--- config.mk ---
export PLATFORM = sky130hd
export DESIGN_NAME = led_scan_driver
export DESIGN_NICKNAME = d
export VERILOG_FILES = /design/src/rtl/led_scan_pkg.sv /design/src/rtl/seg_hex_decode.sv /design/src/rtl/led_scan_driver.sv
export SDC_FILE = /design/constraint.sdc
export NUM_CORES = 1
export LEC_CHECK = 0
export CORE_ASPECT_RATIO = 1.1
export CORE_MARGIN = 2
export CORE_UTILIZATION = 57
export DETAILED_ROUTE_END_ITERATION = 12
export PLACE_DENSITY = 0.85
export SETUP_SLACK_MARGIN = 0.02
export SKIP_LAST_GASP = 1
export SLEW_MARGIN = 20
export SYNTH_ARGS = -nofsm -noshare
export SYNTH_HDL_FRONTEND = slang
export SYNTH_SLANG_ARGS = --single-unit
--- constraint.sdc ---
create_clock -name clocksource -period 6 [get_ports clocksource]
set_input_delay 0.9 -clock clocksource [delete_from_list [all_inputs] [get_ports clocksource]]
set_output_delay 0.9 -clock clocksource [all_outputs]
set_load 0.03 [all_outputs]
--- src/rtl/led_scan_pkg.sv ---
// Shared constants for the seven-segment scan driver: glyph table, segment
// bit positions and the all-off pattern. All patterns are active-high.
package led_scan_pkg;

    localparam int unsigned SEG_A = 0;
    localparam int unsigned SEG_B = 1;
    localparam int unsigned SEG_C = 2;
    localparam int unsigned SEG_D = 3;
    localparam int unsigned SEG_E = 4;
    localparam int unsigned SEG_F = 5;
    localparam int unsigned SEG_G = 6;

    localparam logic [6:0] SEG_BLANK = 7'h00;

    // Entry n is the glyph for hex value n; bit k drives segment k (a..g).
    localparam logic [15:0][6:0] HEX_SEG_TABLE = {
        7'h71, 7'h79, 7'h5E, 7'h39, 7'h7C, 7'h77, 7'h6F, 7'h7F,
        7'h07, 7'h7D, 7'h6D, 7'h66, 7'h4F, 7'h5B, 7'h06, 7'h3F
    };

endpackage

--- src/rtl/seg_hex_decode.sv ---
// Combinational hex-to-seven-segment lookup (active-high segments).
module seg_hex_decode
    import led_scan_pkg::*;
(
    input  logic [3:0] hex_i,
    output logic [6:0] seg_o
);

    assign seg_o = HEX_SEG_TABLE[hex_i];

endmodule

--- src/rtl/led_scan_driver.sv ---
// Time-multiplexed seven-segment driver: scan prescaler, frame-coherent input
// snapshot, leading-zero blanking, anti-ghost blank interval and 16-level PWM.
module led_scan_driver
    import led_scan_pkg::*;
#(
    parameter int unsigned DIGITS         = 4,
    parameter int unsigned DIV_LOG2       = 10,
    parameter int unsigned BLANK_CYCLES   = 2,
    parameter bit          SEG_ACTIVE_LOW = 1'b0,
    parameter bit          AN_ACTIVE_LOW  = 1'b0
) (
    input  logic                  clocksource,
    input  logic                  rst_n,
    input  logic [4*DIGITS-1:0]   digits_i,
    input  logic [DIGITS-1:0]     dp_i,
    input  logic [DIGITS-1:0]     digit_en_i,
    input  logic                  lz_blank_i,
    input  logic [3:0]            brightness_i,
    output logic [6:0]            seg_o,
    output logic                  dp_out_o,
    output logic [DIGITS-1:0]     an_o,
    output logic                  frame_start_o
);

    localparam int unsigned IdxW   = (DIGITS > 1) ? $clog2(DIGITS) : 1;
    localparam logic [6:0]  SegOff = SEG_ACTIVE_LOW ? 7'h7F : SEG_BLANK;
    localparam logic [DIGITS-1:0] AnOff = AN_ACTIVE_LOW ? '1 : '0;

    logic [DIV_LOG2-1:0] cnt_q, cnt_d;
    logic [IdxW-1:0]     idx_q, idx_d;
    logic                capture;

    logic [4*DIGITS-1:0] snap_digits_q;
    logic [DIGITS-1:0]   snap_dp_q, snap_en_q;
    logic [4*DIGITS-1:0] view_digits;
    logic [DIGITS-1:0]   view_dp, view_en;

    logic [DIGITS-1:0]   blank;
    logic                zero_run;
    logic [3:0]          cur_digit;
    logic [6:0]          cur_glyph;
    logic                cur_blank;
    logic                lit;

    logic [6:0]          seg_d, seg_q;
    logic                dp_d, dp_q;
    logic [DIGITS-1:0]   an_d, an_q;
    logic                frame_start_q;

    always_comb begin
        cnt_d   = cnt_q + 1'b1;
        idx_d   = idx_q;
        if (cnt_q == '1) begin
            idx_d = (idx_q == IdxW'(DIGITS - 1)) ? '0 : idx_q + 1'b1;
        end
        capture = (cnt_q == '0) && (idx_q == '0);
    end

    // The capture cycle already shows the incoming frame, so the whole frame
    // (including its first slot) comes from one coherent snapshot.
    always_comb begin
        view_digits = capture ? digits_i   : snap_digits_q;
        view_dp     = capture ? dp_i       : snap_dp_q;
        view_en     = capture ? digit_en_i : snap_en_q;
    end

    // zero_run: every digit from the top down to i is 0 without a decimal point.
    always_comb begin
        zero_run = 1'b1;
        blank    = '0;
        for (int i = int'(DIGITS) - 1; i >= 0; i--) begin
            zero_run = zero_run && (view_digits[4*i +: 4] == 4'h0) && !view_dp[i];
            blank[i] = !view_en[i] || (lz_blank_i && (i > 0) && zero_run);
        end
    end

    assign cur_digit = view_digits[4*idx_q +: 4];
    assign cur_blank = blank[idx_q];

    seg_hex_decode u_decode (
        .hex_i (cur_digit),
        .seg_o (cur_glyph)
    );

    always_comb begin
        lit   = (cnt_q >= DIV_LOG2'(BLANK_CYCLES))
             && (cnt_q[DIV_LOG2-1 -: 4] <= brightness_i)
             && !cur_blank;
        an_d  = '0;
        if (lit) begin
            an_d[idx_q] = 1'b1;
        end
        seg_d = cur_blank ? SEG_BLANK : cur_glyph;
        dp_d  = !cur_blank && view_dp[idx_q];
    end

    always_ff @(posedge clocksource or negedge rst_n) begin
        if (!rst_n) begin
            cnt_q         <= '0;
            idx_q         <= '0;
            snap_digits_q <= '0;
            snap_dp_q     <= '0;
            snap_en_q     <= '0;
            seg_q         <= SegOff;
            dp_q          <= SEG_ACTIVE_LOW;
            an_q          <= AnOff;
            frame_start_q <= 1'b0;
        end else begin
            cnt_q         <= cnt_d;
            idx_q         <= idx_d;
            if (capture) begin
                snap_digits_q <= digits_i;
                snap_dp_q     <= dp_i;
                snap_en_q     <= digit_en_i;
            end
            seg_q         <= SEG_ACTIVE_LOW ? ~seg_d : seg_d;
            dp_q          <= SEG_ACTIVE_LOW ? ~dp_d : dp_d;
            an_q          <= AN_ACTIVE_LOW ? ~an_d : an_d;
            frame_start_q <= capture;
        end
    end

    assign seg_o         = seg_q;
    assign dp_out_o      = dp_q;
    assign an_o          = an_q;
    assign frame_start_o = frame_start_q;

endmodule
==> impl_results.rst <==
.. list-table::
   :header-rows: 1

   * - Metric
     - Value
   * - Result of the run
     - complete, no violations
   * - Worst IR drop on VDD
     - 0.115 mV
   * - Met2 wire length
     - 2820 µm
   * - Iteration-0 DRC Markers
     - 161
   * - Top cell type's share of synthesized area
     - 47.3%
   * - Mean number of vias per cell
     - 5.71
   * - Mapped Area
     - 2590 µm²
   * - Crit path max-delay cell type
     - dfrtp_1
   * - Largest driver fanout on the critical path
     - 23
   * - Number of instances resized during post-cts repair
     - 0
   * - Final Hold Vio Count
     - 0
   * - Sum of negative setup slack
     - 0 ns
   * - Critical path, cell by cell
     - clkinv_1 -> ha_1 -> nand2_1 -> or3_1 -> mux2_2 -> mux2_2 -> mux2i_1 -> inv_1 -> ha_1 -> mux2_2 -> a211oi_1
   * - RSZ-0062 raised after global routing
     - false
   * - Design Area, Final
     - 3120 µm²
   * - Vias
     - 1906
   * - Die Footprint
     - 5110 µm²
   * - Number of global-route vias before repair
     - 1867
   * - Clock transition at path regs
     - 0.09 ns
   * - Clock insertion delay at the later pin of the skew report
     - 0.31 ns
   * - Post-route DRC violation count
     - 0
   * - Total number of clock tree sinks
     - 49
   * - Share of synthesized registers carrying an async set or reset
     - 100%
   * - Average detailed-routed wire length per instance
     - 16.0 µm
   * - Endpoint class of the critical path
     - flop
   * - Largest net degree at the start of global routing
     - 50
   * - Number of buffers inserted by hold repair at cts
     - 0
   * - Number of antenna violations at the first check in global routing
     - 0
   * - Slowest stage delay, CP
     - 0.67 ns
   * - Worst path arrival time
     - 4.54 ns
   * - Layout Utilization
     - 71.8%
   * - Worst Reg-to-Reg Cells
     - 11
   * - Lkg Pwr
     - 1.42 nW
   * - Drt first pass iters
     - 4
   * - Family with the most delay on the worst path
     - multiplexers
   * - Capture instance of the worst register-to-register path
     - seg_o[3]$_DFF_PN0_
   * - Wire length on met1
     - 2200 µm
   * - Wire length of the first global-routing pass
     - 8700 µm
   * - Worst hold path class
     - flop to flop
   * - Port Buffer Count
     - 43
   * - Switching share of power
     - 25.4%
   * - Worst setup path endpoint
     - seg_o[3]$_DFF_PN0_
   * - Effective utilization at floorplan
     - 59.7%
   * - Cell seen most often among critical-path stages
     - mux2_2
   * - Overall routing resource usage
     - 23.5%
   * - Timing-limited maximum frequency
     - 232 MHz
   * - Dominant cells by area after synthesis
     - dfrtp_1 47%, ha_1 7.7%, mux2_2 6.9%
   * - Number of fill cells
     - 320
   * - Most common library cell in the layout ignoring fill and taps
     - dfrtp_1
   * - Relative contribution of sequential cells to total power
     - 55.6%
   * - Clock Tree Buf Depth
     - 2
   * - Worst setup startpoint
     - idx_q[0]$_DFFE_PN0N_
   * - Library cell used as clock root buffer
     - clkbuf_8
   * - Die boundary width
     - 68.3 µm
   * - Area Overhead vs Synth
     - 20.3%
   * - Slew margin rel.
     - 45.8%
   * - Start of the worst register-to-register path
     - idx_q[0]$_DFFE_PN0N_
   * - Most frequent cells in the layout
     - 49 x dfrtp_1, 42 x clkdlybuf4s50_1, 24 x nand2_1
   * - Worst clock skew on the final layout
     - 0.0115 ns
   * - Combinational group share of total power
     - 13.9%
   * - Die height
     - 74.8 µm
   * - EDFF count, synth
     - 0
   * - Half-perimeter wire length after placement
     - 4040 µm
   * - Tightest Pin Transition
     - 0.802 ns
   * - Share of synthesized area occupied by flip-flops and latches
     - 47.3%
   * - Critical path required time
     - 6.22 ns
   * - Switching component of the power
     - 0.159 mW
   * - Number of distinct standard cells referenced by the synthesized netlist
     - 42
   * - Met3 wire length
     - 240 µm
   * - Count of cells along the worst hold path
     - 1
   * - Number of synthesized register bits
     - 49
   * - Final setup fails
     - 0
   * - Total wire length after detailed routing
     - 5360 µm
   * - Setup slack on the worst flop-to-flop path
     - 1.68 ns
   * - Antenna Cells
     - 0
   * - Final critical path time including I/O delays and setup
     - 4.32 ns
   * - WP depth
     - 11
   * - Placeable core area
     - 4350 µm²
   * - Combined area of the multi-input logic cells
     - 1230 µm²
   * - CTS Buf Count
     - 5
   * - Post-Syn Nets
     - 285
   * - Crit Path Class
     - flop to flop
   * - Count of nets after finishing
     - 326
   * - Internal Pwr Total
     - 0.467 mW
   * - P per Cell Area
     - 200 nW/µm²
   * - GRT Residual Overflow
     - 0
   * - Setup ws final
     - 1.68 ns
   * - Placement Rows
     - 25
   * - Leading area contributor after synthesis
     - dfrtp_1
   * - Number of standard cells after synthesis
     - 238
   * - Number of placed I/O pins
     - 44
   * - Final weighted congestion in routability-driven placement
     - 0.864
   * - Top layer reached by signal wires
     - met4
   * - Setup bufs post-CTS
     - 0
   * - TritonCTS clock tree
     - built
   * - Antenna violation net count after detailed routing
     - 0
   * - Setup Slack @ Placement
     - 1.73 ns
   * - Clock group share of total power
     - 30.5%
   * - Fraction of layout instances using a drive strength above 1
     - 13.2%
   * - Total of max-cap violations
     - 0
   * - Flip-flop cell with the highest count after synthesis
     - dfrtp_1
   * - Placed inst area
     - 3030 µm²
   * - Count of buffering cells on the critical path with inverters included
     - 2
   * - Sequential cell area in the final layout
     - 1230 µm²
   * - Mean post-synth cell area
     - 10.9 µm²
   * - Post-route fraction of the period consumed by the critical path
     - 72.0%
   * - Launching element type of the critical path
     - flop
   * - Number of warnings issued by yosys
     - 0
   * - Fin. max-slew vios
     - 0
   * - Number of H-tree levels
     - 2
## flip-flops by register name, indices dropped and copies added, names as in the netlist
name           cells
idx_q              2
frame_start_o      1
an_o               4
snap_en_q          4
seg_o              7
cnt_q             10
dp_out_o           1
snap_digits_q     16
snap_dp_q          4
## layout make-up
type / count / share of cell area, %
inverters: 18 / 2.20
well taps: 54 / 2.16
multi-input cells: 160 / 39.4
repair buffers: 45 / 14.2
flip-flops and latches: 49 / 39.3
clock buffers: 5 / 2.20
clock inverters: 3 / 0.561
## worst min-delay path by stage
stage                                    start                          to  slack (ns)
global placement    snap_digits_q[2]$_DFF_PN0_  snap_digits_q[2]$_DFF_PN0_        0.47
global route        snap_digits_q[2]$_DFF_PN0_  snap_digits_q[2]$_DFF_PN0_        0.50
floorplan               snap_dp_q[0]$_DFF_PN0_      snap_dp_q[0]$_DFF_PN0_        0.43
detailed placement  snap_digits_q[2]$_DFF_PN0_  snap_digits_q[2]$_DFF_PN0_        0.47
finish              snap_digits_q[2]$_DFF_PN0_  snap_digits_q[2]$_DFF_PN0_        0.49
CTS                 snap_digits_q[2]$_DFF_PN0_  snap_digits_q[2]$_DFF_PN0_        0.49
## cells in the mapped netlist (2+ instances only)
library cell	n
a21oi_1	4
o211ai_1	2
mux2i_1	7
nor2_1	16
xor2_1	4
nand3_1	6
clkbuf_1	4
inv_1	16
mux2_4	2
nand2b_1	4
mux4_2	2
dfrtp_1	49
o21ai_0	5
buf_6	3
a21o_1	4
nor3b_1	4
or4_1	6
nor3_2	2
a211oi_1	4
nor4_1	5
a2111oi_0	4
nand2_1	24
nor3_1	4
xnor2_1	4
buf_2	4
ha_1	16
mux2_2	16
and3_1	3
## logic make-up after synthesis
group,share of synthesized area [%]
buffers and inverters,5.30
adders and majority gates,7.71
xor gates and xnor gates,2.70
muxes,12.5
DFF,47.3
AOI/OAI and AO/OA,9.50
and+or+nand+nor,15.0
## power groups by stage
stage	clock (mW)	combinational, mW	sequential, mW
global route	0.206	0.0953	0.349
finish	0.191	0.0871	0.348
global placement	0	0.0850	0.354
detailed placement	0	0.0870	0.354
CTS	0.196	0.0876	0.348
floorplan	0	0.0338	0.362
## through the flow
step                std cells  total power, mW  hold WS, ns
finish                    334            0.626        0.489
global route              334            0.650        0.502
CTS                       334            0.631        0.486
detailed placement        326            0.441        0.465
global placement          326            0.439        0.466
floorplan                 238            0.396        0.433
## layer usage
metal | vias to the layer above | track usage [%]
met1 | 931 | 29.1
met4 | 0 | 8.89
li1 | 918 | -
met2 | 47 | 40.7
met3 | 10 | 4.63
met5 | - | 0
Note: power is estimated with default switching activity, not from simulation.
